`src/rtl/serial_adder_ctrl_pkg.sv`:
```
// Shared state encodings and defaults for the bit-serial add/subtract controller.
package serial_adder_ctrl_pkg;

  localparam int DEF_WIDTH = 8;

  // 2'd3 is unused and falls back to S_IDLE.
  localparam logic [1:0] S_IDLE = 2'd0;
  localparam logic [1:0] S_RUN  = 2'd1;
  localparam logic [1:0] S_DONE = 2'd2;

  // States in which a new request may be accepted.
  function automatic logic can_accept(input logic [1:0] st);
    return (st == S_IDLE) || (st == S_DONE);
  endfunction

endpackage

```
`src/rtl/full_adder.sv`:
```
// Existing 1-bit full adder cell, shared bit-serially by serial_adder_ctrl.
module full_adder (
  input  logic a,
  input  logic b,
  input  logic c,
  output logic sum,
  output logic carry
);

  assign sum   = a ^ b ^ c;
  assign carry = (a & b) | (c & (a ^ b));

endmodule

```
`src/rtl/serial_adder_ctrl.sv`:
```
// Bit-serial WIDTH-bit add/subtract: one full_adder cell, LSB first, carry FF closes the loop.
module serial_adder_ctrl
  import serial_adder_ctrl_pkg::*;
#(
  parameter int WIDTH = DEF_WIDTH,
  parameter int CW    = 5
) (
  input  logic             clk,
  input  logic             rst_n,
  input  logic             start,
  input  logic             sub,
  input  logic [WIDTH-1:0] a,
  input  logic [WIDTH-1:0] b,
  input  logic             cin,
  output logic             ready,
  output logic             busy,
  output logic             done,
  output logic [WIDTH-1:0] sum,
  output logic             cout,
  output logic             ovf
);

  logic [1:0]       state;
  logic [WIDTH-1:0] a_sr;
  logic [WIDTH-1:0] b_sr;
  // Holds the WIDTH-1 result bits already produced; the current FA bit completes it.
  logic [WIDTH-2:0] sum_sr;
  logic [WIDTH-1:0] sum_next;
  logic             carry;
  logic [CW-1:0]    cnt;
  logic             fa_sum;
  logic             fa_carry;

  full_adder u_fa (
    .a     (a_sr[0]),
    .b     (b_sr[0]),
    .c     (carry),
    .sum   (fa_sum),
    .carry (fa_carry)
  );

  assign sum_next = {fa_sum, sum_sr};

  assign ready = can_accept(state);
  assign busy  = (state == S_RUN);
  assign done  = (state == S_DONE);

  always_ff @(posedge clk) begin
    if (!rst_n) begin
      state  <= S_IDLE;
      a_sr   <= '0;
      b_sr   <= '0;
      sum_sr <= '0;
      carry  <= 1'b0;
      cnt    <= '0;
      sum    <= '0;
      cout   <= 1'b0;
      ovf    <= 1'b0;
    end else begin
      case (state)
        S_IDLE, S_DONE: begin
          if (start) begin
            // Subtract as a + ~b + 1.
            a_sr  <= a;
            b_sr  <= sub ? ~b : b;
            carry <= sub ? 1'b1 : cin;
            cnt   <= '0;
            state <= S_RUN;
          end else begin
            state <= S_IDLE;
          end
        end
        S_RUN: begin
          a_sr   <= {1'b0, a_sr[WIDTH-1:1]};
          b_sr   <= {1'b0, b_sr[WIDTH-1:1]};
          sum_sr <= sum_next[WIDTH-1:1];
          carry  <= fa_carry;
          cnt    <= cnt + 1'b1;
          if (cnt == CW'(WIDTH - 1)) begin
            // carry here is the carry into the MSB.
            ovf   <= carry ^ fa_carry;
            cout  <= fa_carry;
            sum   <= sum_next;
            state <= S_DONE;
          end
        end
        default: state <= S_IDLE;
      endcase
    end
  end

endmodule

```
`config.mk`:
```
export PLATFORM = sky130hd
export DESIGN_NAME = serial_adder_ctrl
export DESIGN_NICKNAME = d
export VERILOG_FILES = /design/src/rtl/serial_adder_ctrl_pkg.sv /design/src/rtl/full_adder.sv /design/src/rtl/serial_adder_ctrl.sv
export SDC_FILE = /design/constraint.sdc
export NUM_CORES = 1
export LEC_CHECK = 0
export ABC_AREA = 1
export CORE_MARGIN = 2
export CORE_UTILIZATION = 32
export CTS_CLUSTER_SIZE = 14
export DETAILED_ROUTE_END_ITERATION = 16
export PLACE_DENSITY = 0.53
export SETUP_SLACK_MARGIN = 0.15
export SYNTH_ARGS = -nofsm -noshare
export SYNTH_HDL_FRONTEND = slang
export SYNTH_SLANG_ARGS = --single-unit
```
`constraint.sdc`:
```
create_clock -name clk -period 1.9 [get_ports clk]
set_input_delay 0.19 -clock clk [delete_from_list [all_inputs] [get_ports clk]]
set_output_delay 0.19 -clock clk [all_outputs]
set_load 0.01 [all_outputs]
```
Yosys cells after proc, flatten, opt, wreduce, memory -nomap -nowiden:

Cells that the tools add are included.

* bits in registers: 41
* output and inout port bits: 13
* logic and storage cells: 41

* $add $sub $neg: 1
* equal/unequal tests: 5
* muxes and demuxes: 13
* bitwise logic cells: 7
* reductions and logical operators: 6

Operators by type and width (number)
* $pmux W8 S2: 2
* $mux W8: 3
* $pmux W5 S2: 1
* $not A8 Y8: 1
* $add A5 B1 Y5 const B: 1
* $eq A5 B3 Y1 const B: 1
* $mux W5: 1
* $pmux W2 S2: 1
* $reduce_and A2 Y1: 2
* $mux W1: 3
* $xor A1 B1 Y1: 3
* $and A1 B1 Y1: 2
* $eq A2 B1 Y1 const B: 1
* $eq A2 B2 Y1 const B: 1
* $logic_not A2 Y1: 1
* $mux W2: 1
* $ne A2 B1 Y1 const B: 1
* $ne A2 B2 Y1 const B: 1
* $pmux W1 S2: 1
* $reduce_bool A2 Y1: 1
* $reduce_or A2 Y1: 1
* $logic_or A1 B1 Y1: 1
* $or A1 B1 Y1: 1

Longest topological paths before layout:

Gate-level depths: netlist of run 1.

* word-level depth: 4
* gate-level depth with buffers: 8

Cells and area by module:

From an unflattened synthesis of run 1, not the netlist that was laid out.

* cell total of the unflattened synthesis: 282
* area total of the unflattened synthesis: 1920.6 um^2

Modules (own cells, without submodules)
* serial_adder_ctrl: instances 1, cells an instance 281, area an instance 1900.6 um^2, sequential area each 820.8 um^2
* full_adder: instances 1, cells an instance 1, area an instance 20.0 um^2, sequential area each 0.0 um^2

Worst setup path after synthesis of run 1:

Ideal clock, no wire load.

* kind: register to register
* start point: reg carry
* end point: reg ovf
* arrival: 1078 ps
* required time: 1790 ps
* slack: 713 ps
* stages on the path, launching flop included: 8
* cell sequence: dfxtp_1 fa_1 inv_1 nand2_1 nand2_1 nand3_1 nand2_1 nor2_1

* longest elaborated chain between the ends: 3

RTL lines
* start: declaration: line serial_adder_ctrl.sv:29 `logic carry;`
* start signal: assignment: line serial_adder_ctrl.sv:66 `carry <= sub ? 1'b1 : cin;`
* start signal: assignment: line serial_adder_ctrl.sv:77 `carry <= fa_carry;`
* $and A1 B1 Y1: line full_adder.sv:11 `assign carry = (a & b) | (c & (a ^ b));`
* $or A1 B1 Y1: line full_adder.sv:11
* named net fa_carry: line serial_adder_ctrl.sv:32 `logic fa_carry;`
* $xor A1 B1 Y1: line serial_adder_ctrl.sv:81 `ovf <= carry ^ fa_carry;`
* end signal: assignment: line serial_adder_ctrl.sv:81
* end: declaration: line serial_adder_ctrl.sv:20 `output logic ovf`

The timed path passes the listed nets, and every way through them passes these cells.
A chain may end at the register's enable or synchronous reset.

Worst setup path after layout of run 1:

* start point: reg state[0]
* end point: out busy

* longest elaborated chain between the ends: 1

RTL lines
* start: declaration: line serial_adder_ctrl.sv:23 `logic [1:0] state;`
* start signal: assignment: line serial_adder_ctrl.sv:50 `state <= S_IDLE;`
* start signal: assignment: line serial_adder_ctrl.sv:68 `state <= S_RUN;`
* start signal: assignment: line serial_adder_ctrl.sv:70 `state <= S_IDLE;`
* $eq A2 B1 Y1: line serial_adder_ctrl.sv:45 `assign busy = (state == S_RUN);`
* end: declaration: line serial_adder_ctrl.sv:16 `output logic busy,`

Every way passes these cells.

==> results.tsv, run 1 <==
metric	value	unit
fin_skew	0.00698	ns
die_y	81.4	um
ios	34	
dr.pass1.iters	4	
layout.nets	343	
cts_tree	done	
clock-sinks	41	
multiInputGateArea	872	um^2
worst_pin_slew	0.317	ns
dieArea	0.00663	mm^2
fill_cells	628	
cts_buffers	5	
cp.required	1.71	ns
synthCells	282	
ys_seq_area_frac	0.428	
endpoint_kind	output port	
cp.arrival	1.49	ns
grt_pass1_vias	1629	
syn_area_per_cell	6.81	um^2
synthesis.nets	305	
antenna_found_initial	0	
synthFlopType	dfxtp_1	
route.detailed.drc	0	
yosys_warnings	0	
portBuffers	33	
hold_violations	0	
regArea	822	um^2
vias	1707	
worstSetupPathType	reg2out	
clockBufferDepth	2	
finalCritPeriodShare	0.882	
worstSkewPairLatency	0.29	ns
place.gp.congestion	0.709	
wl	3980	um
cts.clk_slew.worst_paths	0.08	ns
fin_hold_ws	0.449	ns
post_drt_wl_per_cell	10.0	um
coreArea	0.00585	mm^2
grt_first_pass_wirelength	7050	um
drtAntennaViolNets	0	
finalSetupTns	0	ns
crit_path_start_kind	flip-flop	
grt_max_degree	26	
setup_violations	0	
relSlewSlack	0.788	
grt_overflow	0	
dp_hpwl	2780	um
area_growth	25.8	%
start_util	0.328	
ys_async_sr_fraction	0	
crit_fanout	6	
rrSetupSlack	0.50	ns
syn_area	0.00192	mm^2
grt_use_total	0.138	
synth-seq-cells	41	
drive_above_1_share	0.0966	
avgViaCountPerCell	4.31	
hold_class	reg2reg	
num_antenna_cells	0	
cap_violations	0	
die_x	81.4	um
std_cell_rows	28	
layout_min_cycle_time	1.68	ns
rsz0062_at_grt	no	
slew_violations	0	
status	finished clean	
vdd_drop_max	0.000309	V
power.density	725	mW/mm^2
cts_hold_buf	0	
drt_iter0_markers	46	
fmax	597	MHz
htree_num_levels	2	
leakage	0.00114	uW
synth.distinct_cells	23	
finalPower	1750	uW
clockRootBuffer	clkbuf_8	
synth_edf_count	0	
==> worst max-delay path, stage by stage (launching register included) <==
cell	delay, ns
dfxtp_2	0.39
inv_2	0.08
nor2_4	0.16
clkdlybuf4s50_1	0.56
==> final timing paths <==
kind / startpoint / endpoint / cells past startpoint
worst max-delay path: state[0] / busy / 3
worst min register to register: sum_sr[4] / sum[4] / 2
worst max register to register: cnt[0] / sum[2] / 7
worst min-delay path: sum_sr[4] / sum[4] / 2
==> metal layers <==
| layer | part of all wire | wire length (um) | GRT usage | vias up |
|---|---|---|---|---|
| li1 | - | - | - | 933 |
| met1 | 0.50 | 2010 | 0.176 | 736 |
| met2 | 0.44 | 1750 | 0.220 | 33 |
| met3 | 0.045 | 178 | 0.0473 | 5 |
| met4 | 0.012 | 46 | 0.0407 | 0 |
| met5 | 0 | 0 | 0 | - |
==> cells by family after synthesis <==
family,Yosys count,synth area share
xor+xnor,1,0.00456
compound gates,25,0.0704
buf+inv,48,0.118
fa+ha+maj,2,0.0169
flops,41,0.428
simple gates,165,0.362
==> synthesized netlist by cell type (2+ instances only) <==
cell | number | area, um^2
o21ai_0 | 10 | 50.1
nand2_2 | 4 | 25.0
nor2_4 | 2 | 22.5
buf_4 | 2 | 15.0
nand3_1 | 28 | 140
dfxtp_1 | 41 | 821
clkbuf_1 | 2 | 7.51
nand2_1 | 102 | 383
buf_2 | 4 | 20.0
a21oi_1 | 12 | 60.1
a21oi_2 | 2 | 17.5
inv_1 | 33 | 124
buf_6 | 3 | 33.8
inv_2 | 2 | 7.51
nor2_1 | 27 | 101
==> through the flow <==
| stage | utilization | cell area (um^2) | worst slack [ns] | cells |
|---|---|---|---|---|
| finish | 0.413 | 2410 | 0.225 | 396 |
| global route | 0.413 | 2410 | 0.162 | 396 |
| CTS | 0.409 | 2390 | 0.180 | 393 |
| detailed placement | 0.395 | 2310 | 0.379 | 385 |
| global placement | 0.395 | 2310 | 0.376 | 385 |
| floorplan | - | 1920 | 0.713 | 282 |
==> final cells by class <==
type                       instances  share of cell area
multi-input combinational        193               0.361
timing repair buffer              44               0.171
inverter                          35              0.0544
sequential                        41               0.340
tap                               75              0.0389
clock inverter                     2             0.00415
clock buffer                       6              0.0301
==> power breakdown <==
group / leakage, uW / internal, uW / switching (uW)
Clock: 0.0000450 / 255 / 301
Combinational: 0.000759 / 121 / 143
Sequential: 0.000335 / 903 / 27.9
Total: 0.00114 / 1280 / 472
==> repair_timing <==
item / CTS / global route
setup endpoints to repair: 1 / 1
resized for setup: 1 / 0
gates cloned: 0 / 0
pin swaps: 0 / 1
setup buffers: 0 / 3
==> registers in the layout, summed over array words and instances, names as in the netlist <==
register,flops
cnt,5
carry,1
sum,8
cout,1
b_sr,8
ovf,1
state,2
a_sr,8
sum_sr,7
==> layout by cell type (no fill, tap or decap), drive strengths merged <==
cell type      instances
inv                   35
a21oi                 14
o21ai                 10
nand3                 29
clkinv                 2
clkbuf                 6
buf                   11
a22oi                  1
fa                     1
nand2                106
dfxtp                 41
ha                     1
xor2                   1
nor2                  30
clkdlybuf4s50         33
Note: power is estimated with default switching activity, not from simulation.
==> run 2: changes to the inputs <==
--- a/config.mk
+++ b/config.mk
@@ -6,6 +6,7 @@
 export NUM_CORES = 1
 export LEC_CHECK = 0
 export ABC_AREA = 1
+export CAP_MARGIN = 20
 export CORE_MARGIN = 2
 export CORE_UTILIZATION = 32
 export CTS_CLUSTER_SIZE = 14
==> results of run 2 <==
No change in the layout: final DEF, timing and power equal those of run 1.
==> run 3: changes to the inputs <==
--- a/config.mk
+++ b/config.mk
@@ -11,7 +11,8 @@
 export CORE_UTILIZATION = 32
 export CTS_CLUSTER_SIZE = 14
 export DETAILED_ROUTE_END_ITERATION = 16
-export PLACE_DENSITY = 0.53
+export DONT_BUFFER_PORTS = 1
+export PLACE_DENSITY = 0.46
 export SETUP_SLACK_MARGIN = 0.15
 export SYNTH_ARGS = -nofsm -noshare
 export SYNTH_HDL_FRONTEND = slang
==> results.tsv, run 3 (synthesis results as in run 1) <==
metric	value	unit	change
status	finished clean		
setup_violations	0		unchanged
layout.nets	305		-11%
reg_top3	a_sr x8, b_sr x8, sum x8		
crit_fanout	12		+6
finalSetupTns	0	ns	unchanged
wl	4060	um	+2.2%
finalCritPeriodShare	0.808		-0.0737
critPathMaxStageDelay	0.41	ns	-0.15 ns
power.density	873	mW/mm^2	+20%
cap_violations	0		unchanged
slew_violations	0		unchanged
worst_pin_slew	0.470	ns	+0.153 ns
ios	34		unchanged
die_x	81.4	um	unchanged
avgViaCountPerCell	4.47		+3.8%
grt_overflow	0		unchanged
grt-busiest-layer	met2		
portBuffers	0		-100%
leakage	0.00100	uW	-12%
relSlewSlack	0.686		-0.102
worstSkewPairLatency	0.29	ns	about the same
power_frac_clock	0.374		+0.056
endpoint_kind	output port		
route.detailed.drc	0		unchanged
seqPwrFrac	0.516		-0.016
p_sw	448	uW	-5.1%
rsz0062_at_grt	no		
grt_max_degree	25		-3.8%
fin_ws	0.365	ns	+0.140 ns
grt_use_total	0.138		+0.000639
coreArea	0.00585	mm^2	unchanged
fin_hold_ws	0.0156	ns	-0.434 ns
start_util	0.328		unchanged
hold_class	in2reg		
grt_pass1_vias	1522		-6.6%
use_met2	0.232		+0.0115
hold_violations	0		unchanged
post_drt_wl_per_cell	11.4	um	+13%
clock-sinks	41		unchanged
p_sw_frac	0.248		-0.0215
dp_slack	0.377	ns	-0.00296 ns
grtUsageMet3	0.0462		-0.00110
vias	1597		-6.4%
place.gp.congestion	0.725		+2.3%
cp.arrival	1.35	ns	-0.14 ns
crit_path_start_kind	flip-flop		
p_comb_frac	0.110		-0.041
postCtsSetupBuffers	0		unchanged
htree_num_levels	2		unchanged
area_growth	7.82	%	
drive_above_1_share	0.0851		-0.0115
std_cell_rows	28		unchanged
final_cell_mix	nand2_1 (102), dfxtp_1 (41), inv_1 (33)		
grt_first_pass_wirelength	6980	um	-0.98%
use_met1	0.164		-0.0112
cts.clk_slew.worst_paths	0.08	ns	about the same
p_int	1360	uW	+6.1%
fin_util	0.354		-0.0590
finalPower	1810	uW	+3.1%
dr.pass1.iters	4		unchanged
worstSetupPathType	reg2out		
antenna_found_initial	0		unchanged
layout_min_cycle_time	1.54	ns	-0.140 ns
cp.required	1.71	ns	about the same
clockBufferDepth	2		unchanged
drtAntennaViolNets	0		unchanged
num_antenna_cells	0		unchanged
fin_skew	0.00621	ns	-0.000769 ns
dp_hpwl	2850	um	+2.6%
vdd_drop_max	0.000349	V	+13%
die_y	81.4	um	unchanged
crit_slowest_cell	dfxtp_1		
clockRootBuffer	clkbuf_8		
dieArea	0.00663	mm^2	unchanged
drt_iter0_markers	48		+4.3%
cts_tree	done		
crit_chain	inv_2 -> nor2_4 -> buf_4		
cts_resized	0		-1
final_common_cell	nand2_1		
fmax	651	MHz	+9.1%
cts_buffers	5		unchanged
[run 3: worst paths after layout]
check,cells after the start,from,end,slack (ns)
worst max register to register,6,state[0],sum[5],0.40
worst max-delay path,3,state[0],busy,0.36
worst min-delay path,2,rst_n,sum[0],0.02
worst min register to register,2,sum_sr[4],sum[4],0.45
[run 3: layout make-up]
type | count | area, um^2
flip-flops and latches | 41 | 821
well taps | 75 | 93.8
repair buffers | 6 | 47.5
clock buffers | 5 | 68.8
inverters | 35 | 131
multi-input cells | 193 | 872
clock inverters | 2 | 35.0
fillers | 640 | 3780
[run 3: power groups by stage]
stage	logic [uW]	registers [uW]	clock network [uW]
2_1_floorplan	179	945	0
3_3_place_gp	197	952	0
3_5_place_dp	199	952	0
4_1_cts	204	932	709
5_1_grt	236	938	748
6_report	199	931	676
[run 3: per-stage QoR]
stage,std cells,cell area [um^2]
2_1_floorplan,282,1920
3_3_place_gp,349,1960
3_5_place_dp,349,1960
4_1_cts,357,2070
5_1_grt,357,2070
6_report,357,2070
[run 3: timing repair]
action	CTS	global route
endpoints found under the setup margin	0	0
hold buffers	1	0
endpoints found under the hold margin	7	0
[run 3: worst max-delay path: cells and delay by family, from the launching register on]
family | cells | cell delay, ns
buffers and inverters | 2 | 0.35
DFF | 1 | 0.41
and+or+nand+nor | 1 | 0.29
[run 3: layer usage]
layer	vias up	wire length [um]
met5	-	0
met4	0	68
met3	7	273
met2	37	1830
met1	694	1890
li1	859	-
